**src/rtl/spi_master_pkg.sv**
```systemverilog
// spi_master_pkg
// Shared definitions for the multi-mode SPI master:
//   - FSM state encodings and the state width seen on o_spi_state
//   - default CS setup/hold delay in system clocks
//   - CPOL/CPHA mode constants (MODE0..MODE3)
package spi_master_pkg;

  localparam int STATE_W       = 3;
  localparam int DEFAULT_DELAY = 5;

  typedef enum logic [STATE_W-1:0] {
    ST_IDLE  = 3'd0,
    ST_SETUP = 3'd1,
    ST_SHIFT = 3'd2,
    ST_HOLD  = 3'd3,
    ST_DONE  = 3'd4
  } state_e;

  typedef struct packed {
    logic cpol;
    logic cpha;
  } spi_mode_t;

  localparam spi_mode_t MODE0 = '{cpol: 1'b0, cpha: 1'b0};
  localparam spi_mode_t MODE1 = '{cpol: 1'b0, cpha: 1'b1};
  localparam spi_mode_t MODE2 = '{cpol: 1'b1, cpha: 1'b0};
  localparam spi_mode_t MODE3 = '{cpol: 1'b1, cpha: 1'b1};

endpackage

```
**src/rtl/spi_clk_gen.sv**
```systemverilog
// spi_clk_gen
// Half-period and toggle counters that produce the SPI clock during SHIFT.
// Ports:
//   clk_i, rst_i  system clock, synchronous active-high reset
//   run_i         high while the FSM is in SHIFT; low clears all counters
//   cpol_i        latched idle level of the SPI clock
//   div_i         half-period length minus one, in system clocks
//   len_i         frame length in bits (already clamped to 1..DATA_WIDTH)
//   spi_clk_o     SPI clock level
//   lead_o        strobe: this edge is an odd (leading) toggle
//   trail_o       strobe: this edge is an even (trailing) toggle
//   done_o        strobe: this edge is the final toggle of the frame
module spi_clk_gen #(
  parameter int DIV_WIDTH = 8,
  parameter int LW        = 5
) (
  input  logic                 clk_i,
  input  logic                 rst_i,
  input  logic                 run_i,
  input  logic                 cpol_i,
  input  logic [DIV_WIDTH-1:0] div_i,
  input  logic [LW-1:0]        len_i,
  output logic                 spi_clk_o,
  output logic                 lead_o,
  output logic                 trail_o,
  output logic                 done_o
);

  localparam int TW = LW + 1;

  logic [DIV_WIDTH-1:0] hp_q, hp_d;
  logic [TW-1:0]        tog_q, tog_d;
  logic                 phase_q, phase_d;
  logic                 tick;
  logic [TW-1:0]        last_tog;

  assign tick     = run_i && (hp_q == div_i);
  assign last_tog = {len_i, 1'b0} - 1'b1;

  // tog_q holds the number of toggles already made, so an even count means
  // the coming toggle is odd-numbered (leading edge)
  assign lead_o    = tick && !tog_q[0];
  assign trail_o   = tick &&  tog_q[0];
  assign done_o    = tick && (tog_q == last_tog);
  assign spi_clk_o = cpol_i ^ phase_q;

  always_comb begin
    hp_d    = hp_q;
    tog_d   = tog_q;
    phase_d = phase_q;
    if (!run_i) begin
      hp_d    = '0;
      tog_d   = '0;
      phase_d = 1'b0;
    end else if (tick) begin
      hp_d    = '0;
      tog_d   = tog_q + 1'b1;
      phase_d = ~phase_q;
    end else begin
      hp_d    = hp_q + 1'b1;
    end
  end

  always_ff @(posedge clk_i) begin
    if (rst_i) begin
      hp_q    <= '0;
      tog_q   <= '0;
      phase_q <= 1'b0;
    end else begin
      hp_q    <= hp_d;
      tog_q   <= tog_d;
      phase_q <= phase_d;
    end
  end

endmodule

```
**src/rtl/spi_master_mc.sv**
```systemverilog
// spi_master_mc
// SPI master with runtime CPOL/CPHA, clock divider, frame length and
// chip-select choice. One command is accepted per frame on a valid/ready
// handshake; every command field is latched at accept.
// Ports:
//   i_clk, i_fRST         system clock, synchronous active-high reset
//   i_spi_start, o_ready  command handshake
//   i_cs_sel, i_cpol, i_cpha, i_div, i_len, i_mosi_data  command fields
//   miso                  SPI data in
//   o_miso_data, o_miso_valid  last received frame and its update strobe
//   mosi, cs, spi_clk     SPI pins (cs active low)
//   o_spi_state           current FSM state
module spi_master_mc
  import spi_master_pkg::*;
#(
  parameter  int DATA_WIDTH = 24,
  parameter  int NUM_CS     = 2,
  parameter  int DIV_WIDTH  = 8,
  parameter  int DELAY      = DEFAULT_DELAY,
  localparam int CSW        = (NUM_CS > 1) ? $clog2(NUM_CS) : 1,
  localparam int LW         = $clog2(DATA_WIDTH + 1)
) (
  input  logic                  i_clk,
  input  logic                  i_fRST,
  input  logic                  i_spi_start,
  output logic                  o_ready,
  input  logic [CSW-1:0]        i_cs_sel,
  input  logic                  i_cpol,
  input  logic                  i_cpha,
  input  logic [DIV_WIDTH-1:0]  i_div,
  input  logic [LW-1:0]         i_len,
  input  logic [DATA_WIDTH-1:0] i_mosi_data,
  input  logic                  miso,
  output logic [DATA_WIDTH-1:0] o_miso_data,
  output logic                  o_miso_valid,
  output logic                  mosi,
  output logic [NUM_CS-1:0]     cs,
  output logic                  spi_clk,
  output logic [STATE_W-1:0]    o_spi_state
);

  localparam int              DCW      = $clog2(DELAY + 1);
  localparam logic [DCW-1:0]  DLY_LAST = DCW'(DELAY - 1);
  localparam logic [LW-1:0]   LEN_MAX  = LW'(DATA_WIDTH);
  localparam logic [CSW-1:0]  CS_LAST  = CSW'(NUM_CS - 1);

  state_e                  state_q, state_d;
  logic [DCW-1:0]          dly_q, dly_d;
  logic [CSW-1:0]          cs_sel_q;
  logic                    cpol_q, cpha_q, first_q;
  logic [DIV_WIDTH-1:0]    div_q;
  logic [LW-1:0]           len_q;
  logic [DATA_WIDTH-1:0]   tx_q, rx_q, miso_data_q;
  logic                    accept, active;
  logic [LW-1:0]           len_eff;
  logic                    clk_lead, clk_trail, clk_done;
  logic                    tx_shift, rx_sample;

  assign accept  = (state_q == ST_IDLE) && i_spi_start;
  assign len_eff = ((i_len == '0) || (i_len > LEN_MAX)) ? LEN_MAX : i_len;

  // CPHA=1 presents bit L-1 at the first leading edge, which is what the
  // register already holds, so that one edge must not shift
  assign tx_shift  = cpha_q ? (clk_lead && !first_q) : (clk_trail && !clk_done);
  assign rx_sample = cpha_q ? clk_trail : clk_lead;

  spi_clk_gen #(
    .DIV_WIDTH (DIV_WIDTH),
    .LW        (LW)
  ) u_clk_gen (
    .clk_i     (i_clk),
    .rst_i     (i_fRST),
    .run_i     (state_q == ST_SHIFT),
    .cpol_i    (cpol_q),
    .div_i     (div_q),
    .len_i     (len_q),
    .spi_clk_o (spi_clk),
    .lead_o    (clk_lead),
    .trail_o   (clk_trail),
    .done_o    (clk_done)
  );

  // Next state and the outputs that depend only on the current state.
  // dly_d defaults to zero so the setup/hold counter restarts on each entry.
  always_comb begin
    state_d      = state_q;
    dly_d        = '0;
    o_ready      = 1'b0;
    o_miso_valid = 1'b0;
    active       = 1'b0;
    case (state_q)
      ST_IDLE: begin
        o_ready = 1'b1;
        if (i_spi_start) state_d = ST_SETUP;
      end
      ST_SETUP: begin
        active = 1'b1;
        if (dly_q == DLY_LAST) state_d = ST_SHIFT;
        else                   dly_d   = dly_q + 1'b1;
      end
      ST_SHIFT: begin
        active = 1'b1;
        if (clk_done) state_d = ST_HOLD;
      end
      ST_HOLD: begin
        active = 1'b1;
        if (dly_q == DLY_LAST) state_d = ST_DONE;
        else                   dly_d   = dly_q + 1'b1;
      end
      ST_DONE: begin
        o_miso_valid = 1'b1;
        state_d      = ST_IDLE;
      end
      default: state_d = ST_IDLE;
    endcase

    cs = '1;
    if (active) cs[cs_sel_q] = 1'b0;
    mosi = active & tx_q[DATA_WIDTH-1];
  end

  always_ff @(posedge i_clk) begin
    if (i_fRST) begin
      state_q <= ST_IDLE;
      dly_q   <= '0;
    end else begin
      state_q <= state_d;
      dly_q   <= dly_d;
    end
  end

  // Command latch plus TX/RX shift registers. TX is left-aligned so the
  // bit on the pin is always the MSB regardless of frame length.
  always_ff @(posedge i_clk) begin
    if (i_fRST) begin
      cs_sel_q    <= '0;
      cpol_q      <= 1'b0;
      cpha_q      <= 1'b0;
      first_q     <= 1'b0;
      div_q       <= '0;
      len_q       <= '0;
      tx_q        <= '0;
      rx_q        <= '0;
      miso_data_q <= '0;
    end else begin
      if (accept) begin
        cs_sel_q <= (i_cs_sel > CS_LAST) ? CS_LAST : i_cs_sel;
        cpol_q   <= i_cpol;
        cpha_q   <= i_cpha;
        div_q    <= i_div;
        len_q    <= len_eff;
        tx_q     <= i_mosi_data << (LEN_MAX - len_eff);
        rx_q     <= '0;
        first_q  <= 1'b1;
      end else begin
        if (clk_lead)  first_q <= 1'b0;
        if (tx_shift)  tx_q    <= {tx_q[DATA_WIDTH-2:0], 1'b0};
        if (rx_sample) rx_q    <= {rx_q[DATA_WIDTH-2:0], miso};
      end
      if ((state_q == ST_HOLD) && (state_d == ST_DONE)) miso_data_q <= rx_q;
    end
  end

  assign o_miso_data = miso_data_q;
  assign o_spi_state = state_q;

endmodule

```
**config.mk**
```make
export PLATFORM = sky130hd
export DESIGN_NAME = spi_master_mc
export DESIGN_NICKNAME = d
export VERILOG_FILES = /design/src/rtl/spi_master_pkg.sv /design/src/rtl/spi_clk_gen.sv /design/src/rtl/spi_master_mc.sv
export SDC_FILE = /design/constraint.sdc
export NUM_CORES = 1
export LEC_CHECK = 0
export ABC_AREA = 1
export CAP_MARGIN = 20
export CORE_ASPECT_RATIO = 1.25
export CORE_UTILIZATION = 41
export CTS_CLUSTER_DIAMETER = 150
export DETAILED_ROUTE_END_ITERATION = 16
export PLACE_DENSITY = 0.72
export SYNTH_ARGS = -nofsm -noshare
export SYNTH_HDL_FRONTEND = slang
export SYNTH_SLANG_ARGS = --single-unit
```
**constraint.sdc**
```tcl
create_clock -name i_clk -period 2.75 [get_ports i_clk]
set_input_delay 0.4125 -clock i_clk [delete_from_list [all_inputs] [get_ports i_clk]]
set_output_delay 0.4125 -clock i_clk [all_outputs]
set_load 0.02 [all_outputs]
```
==> results.md <==
- Top achievable clock speed: 0.4406 GHz
- Count of unique library cells instantiated by Yosys: 39
- Cell chain of the critical path: nor2_2, nand2_1, inv_2, nand3_1, nor2_2, nand2_2, nor2_1, o21ai_2, nor2_1, nor2_1
- Fraction of the cycle the final worst path needs: 82.53%
- Global-route wire length before repair: 26.49 mm
- Worst hold slack after final layout: 0.4522 ns
- Share of synthesized area occupied by flip-flops and latches: 34.96%
- Crit path required time: 3.05 ns
- Post-detailed-route count of antenna-violating nets: 0
- Reported max-cap violation count: 0
- Crit path kind: reg2reg
- Startpoint of the most critical register-to-register path: o_spi_state[2]
- Bufs on Longest Clock Path: 2
- Max Clock Skew: 0.01637 ns
- Residual DRC: 0
- Clock transition at path regs: 0.09 ns
- CP Buf/Inv Count: 1
- Outcome: complete, no violations
- Endpoint kind of the worst setup timing path: register
- Cell repeated most along the worst path: sky130_fd_sc_hd__nor2_1
- Max-slew headroom: 30.19%
- Tightest Hold Check Type: reg2reg
- TritonRoute pass-1 iters: 5
- Core Rows: 50
- Area share of the leading cell type in the synthesized netlist: 34.96%
- TritonCTS clock tree: yes
- Peak VDD IR: 0.3909 mV
- Delay contributed by the slowest stage of the critical path: 0.81 ns
- Post-synthesis cell area: 6299 µm²
- Startpoint of the most critical setup path: o_spi_state[2]
- Source-to-sink clock delay at the later pin of the worst-skew pair: 0.37 ns
- HPWL after detailed placement: 10.99 mm
- Synthesized instance count: 1029
- Number of gates resized after cts: 0
- Type of origin of the critical path: register
- Hold Vio Cnt, Final: 0
- Proportion of layout cells with a drive suffix above 1: 5.596%
- Vias per Instance: 5.024
- Die Span X: 112.9 µm
- Vias: 6391
- Crit Path Max Fanout: 24
- Number of top-level pins: 77
- Clock buffer count from CTS: 9
- Deepest level of the CTS H-tree: 3
- Final global-route overflow total: 0
- Area growth from synthesis to layout: 19.31%
- Post-synthesis async set-or-reset flop share: 0%
- # hold bufs at CTS: 0
- Die Y: 140.6 µm
- Initial Utilization: 41.95%
- Vias in the first global route: 6014
- Synth Flop Type: sky130_fd_sc_hd__dfxtp_1
- Final cell utilization of the core: 50.05%
- # setup viols final: 0
- First-iteration detailed-routing DRC count: 333
- Average cell area after synthesis: 6.121 µm²
- Last weighted congestion value of the routability-driven placer: 0.9155
- Root Buffer Master: sky130_fd_sc_hd__clkbuf_16
- Diode count: 0
- Floorplan Core Area: 15010 µm²
- Antenna violations before repair: 0
- Worst endpoint data arrival time: 2.57 ns
- Top cells by instance count after synthesis: sky130_fd_sc_hd__nand2_1 (268), sky130_fd_sc_hd__nor2_1 (201), sky130_fd_sc_hd__nand3_1 (145)
- Count of pins over their slew limit: 0
- Maximum number of pins on one net before global-route repair: 38
- Slew of the pin with the lowest slew margin: 1.047 ns
- Average routed wire per standard cell: 12.08 µm
- Port bufs: 76
- Synthesized Nets: 1079
- Count of flip-flops with a built-in enable after synthesis: 0
- Flip-flop and latch count after synthesis: 110
- Dominant cell by count in the synthesized netlist: sky130_fd_sc_hd__nand2_1
- Static Leak: 3.420 nW
- Number of warnings issued by yosys: 0
- Cell taking the most area after synthesis: sky130_fd_sc_hd__dfxtp_1
- Cell types occupying the most area after synthesis: sky130_fd_sc_hd__dfxtp_1 (35%), sky130_fd_sc_hd__nand2_1 (16%), sky130_fd_sc_hd__nor2_1 (12%), sky130_fd_sc_hd__nand3_1 (12%), sky130_fd_sc_hd__inv_1 (5.4%)
- CTS sink count: 110
- P per Cell Area: 528.0 nW/µm²
- # Post-CTS Setup Buffers: 0
- Category of cells accounting for the largest share of critical-path delay: simple AND/OR/NAND/NOR gates
- Total detailed-routing wirelength: 15.37 mm
- CP max-delay cell: sky130_fd_sc_hd__o21ai_2
- Startpoint of the tightest hold check path: dly_q[0]
- Setup repair after global routing missed its margin: false
- Total routing usage reported by global routing: 20.16%
- Net count reported at finish: 1135
- Total die area: 15870 µm²
- Tmin final: 2.270 ns
- Setup total negative slack: 0 ns
## where the power goes
group          internal, mW  switching, mW
Combinational         0.342          0.567
Clock                 0.669          0.702
Sequential             1.66         0.0320
## stage by stage
stage	worst slack (ns)	instances	total power, mW	instance area, µm²
2_1_floorplan	0.2001	1029	2.382	6299
3_3_place_gp	0.2386	1256	2.625	7196
3_5_place_dp	0.1812	1256	2.630	7196
4_1_cts	0.5131	1272	3.998	7515
5_1_grt	0.2620	1272	4.213	7515
6_report	0.4803	1272	3.968	7515
## sequential cells by signal, summed over array words and instances, names as in the netlist
name / flops
cs_sel_q: 1
tx_q: 24
u_clk_gen.hp_q: 8
o_spi_state: 3
div_q: 8
cpha_q: 1
o_miso_data: 24
u_clk_gen.tog_q: 6
u_clk_gen.phase_q: 1
dly_q: 3
cpol_q: 1
first_q: 1
rx_q: 24
len_q: 5
## kinds of logic (layout without fill, tap and decap cells)
kind of cell	count (synthesis)	in the layout	synth area share, %
compound gates	100	100	8.304
fa+ha+maj	6	6	1.192
simple gates	656	656	44.18
xor+xnor	7	7	1.093
flops	110	110	34.96
buf+inv	150	211	10.27
## metal layers
| metal | wire length [µm] | vias up | track usage, % | part of all wire, % |
|---|---|---|---|---|
| met1 | 7088 | 2865 | 24.64 | 46 |
| met3 | 649 | 21 | 3.439 | 4.2 |
| met2 | 7375 | 139 | 35.71 | 48 |
| met5 | 0 | - | 0 | 0 |
| met4 | 256 | 0 | 6.787 | 1.7 |
| li1 | - | 3366 | - | - |
## final cells by class
| type | instances | area (µm²) |
|---|---|---|
| clock buffer | 9 | 225.2 |
| clock inverter | 7 | 93.84 |
| fill | 1549 | 7500 |
| inverter | 100 | 375.4 |
| multi-input combinational | 769 | 3450 |
| sequential | 110 | 2202 |
| tap | 182 | 227.7 |
| timing repair buffer | 95 | 940.9 |
## worst paths after layout
check,to,slack [ns],cells past startpoint
worst min-delay path,dly_q[0],0.45,1
worst max register to register,rx_q[9],0.48,10
worst max-delay path,rx_q[9],0.48,10
worst min register to register,dly_q[0],0.45,1
## cells in the final DEF, fill, tap and decap left out, types with 4 or more instances in the layout
| cell | count |
|---|---|
| sky130_fd_sc_hd__o21ai_0 | 64 |
| sky130_fd_sc_hd__nor3b_1 | 4 |
| sky130_fd_sc_hd__nor2_2 | 4 |
| sky130_fd_sc_hd__buf_4 | 16 |
| sky130_fd_sc_hd__o22ai_1 | 4 |
| sky130_fd_sc_hd__clkdlybuf4s50_1 | 76 |
| sky130_fd_sc_hd__nand4_1 | 5 |
| sky130_fd_sc_hd__nand2_1 | 268 |
| sky130_fd_sc_hd__inv_2 | 5 |
| sky130_fd_sc_hd__xor2_1 | 5 |
| sky130_fd_sc_hd__clkbuf_16 | 9 |
| sky130_fd_sc_hd__a21oi_1 | 25 |
| sky130_fd_sc_hd__nor2_1 | 201 |
| sky130_fd_sc_hd__ha_1 | 6 |
| sky130_fd_sc_hd__clkinv_1 | 4 |
| sky130_fd_sc_hd__nand3_1 | 145 |
| sky130_fd_sc_hd__nand2_2 | 6 |
| sky130_fd_sc_hd__inv_1 | 91 |
| sky130_fd_sc_hd__nor3_1 | 11 |
| sky130_fd_sc_hd__dfxtp_1 | 110 |
No activity file was read; power rests on OpenSTA's default activity.
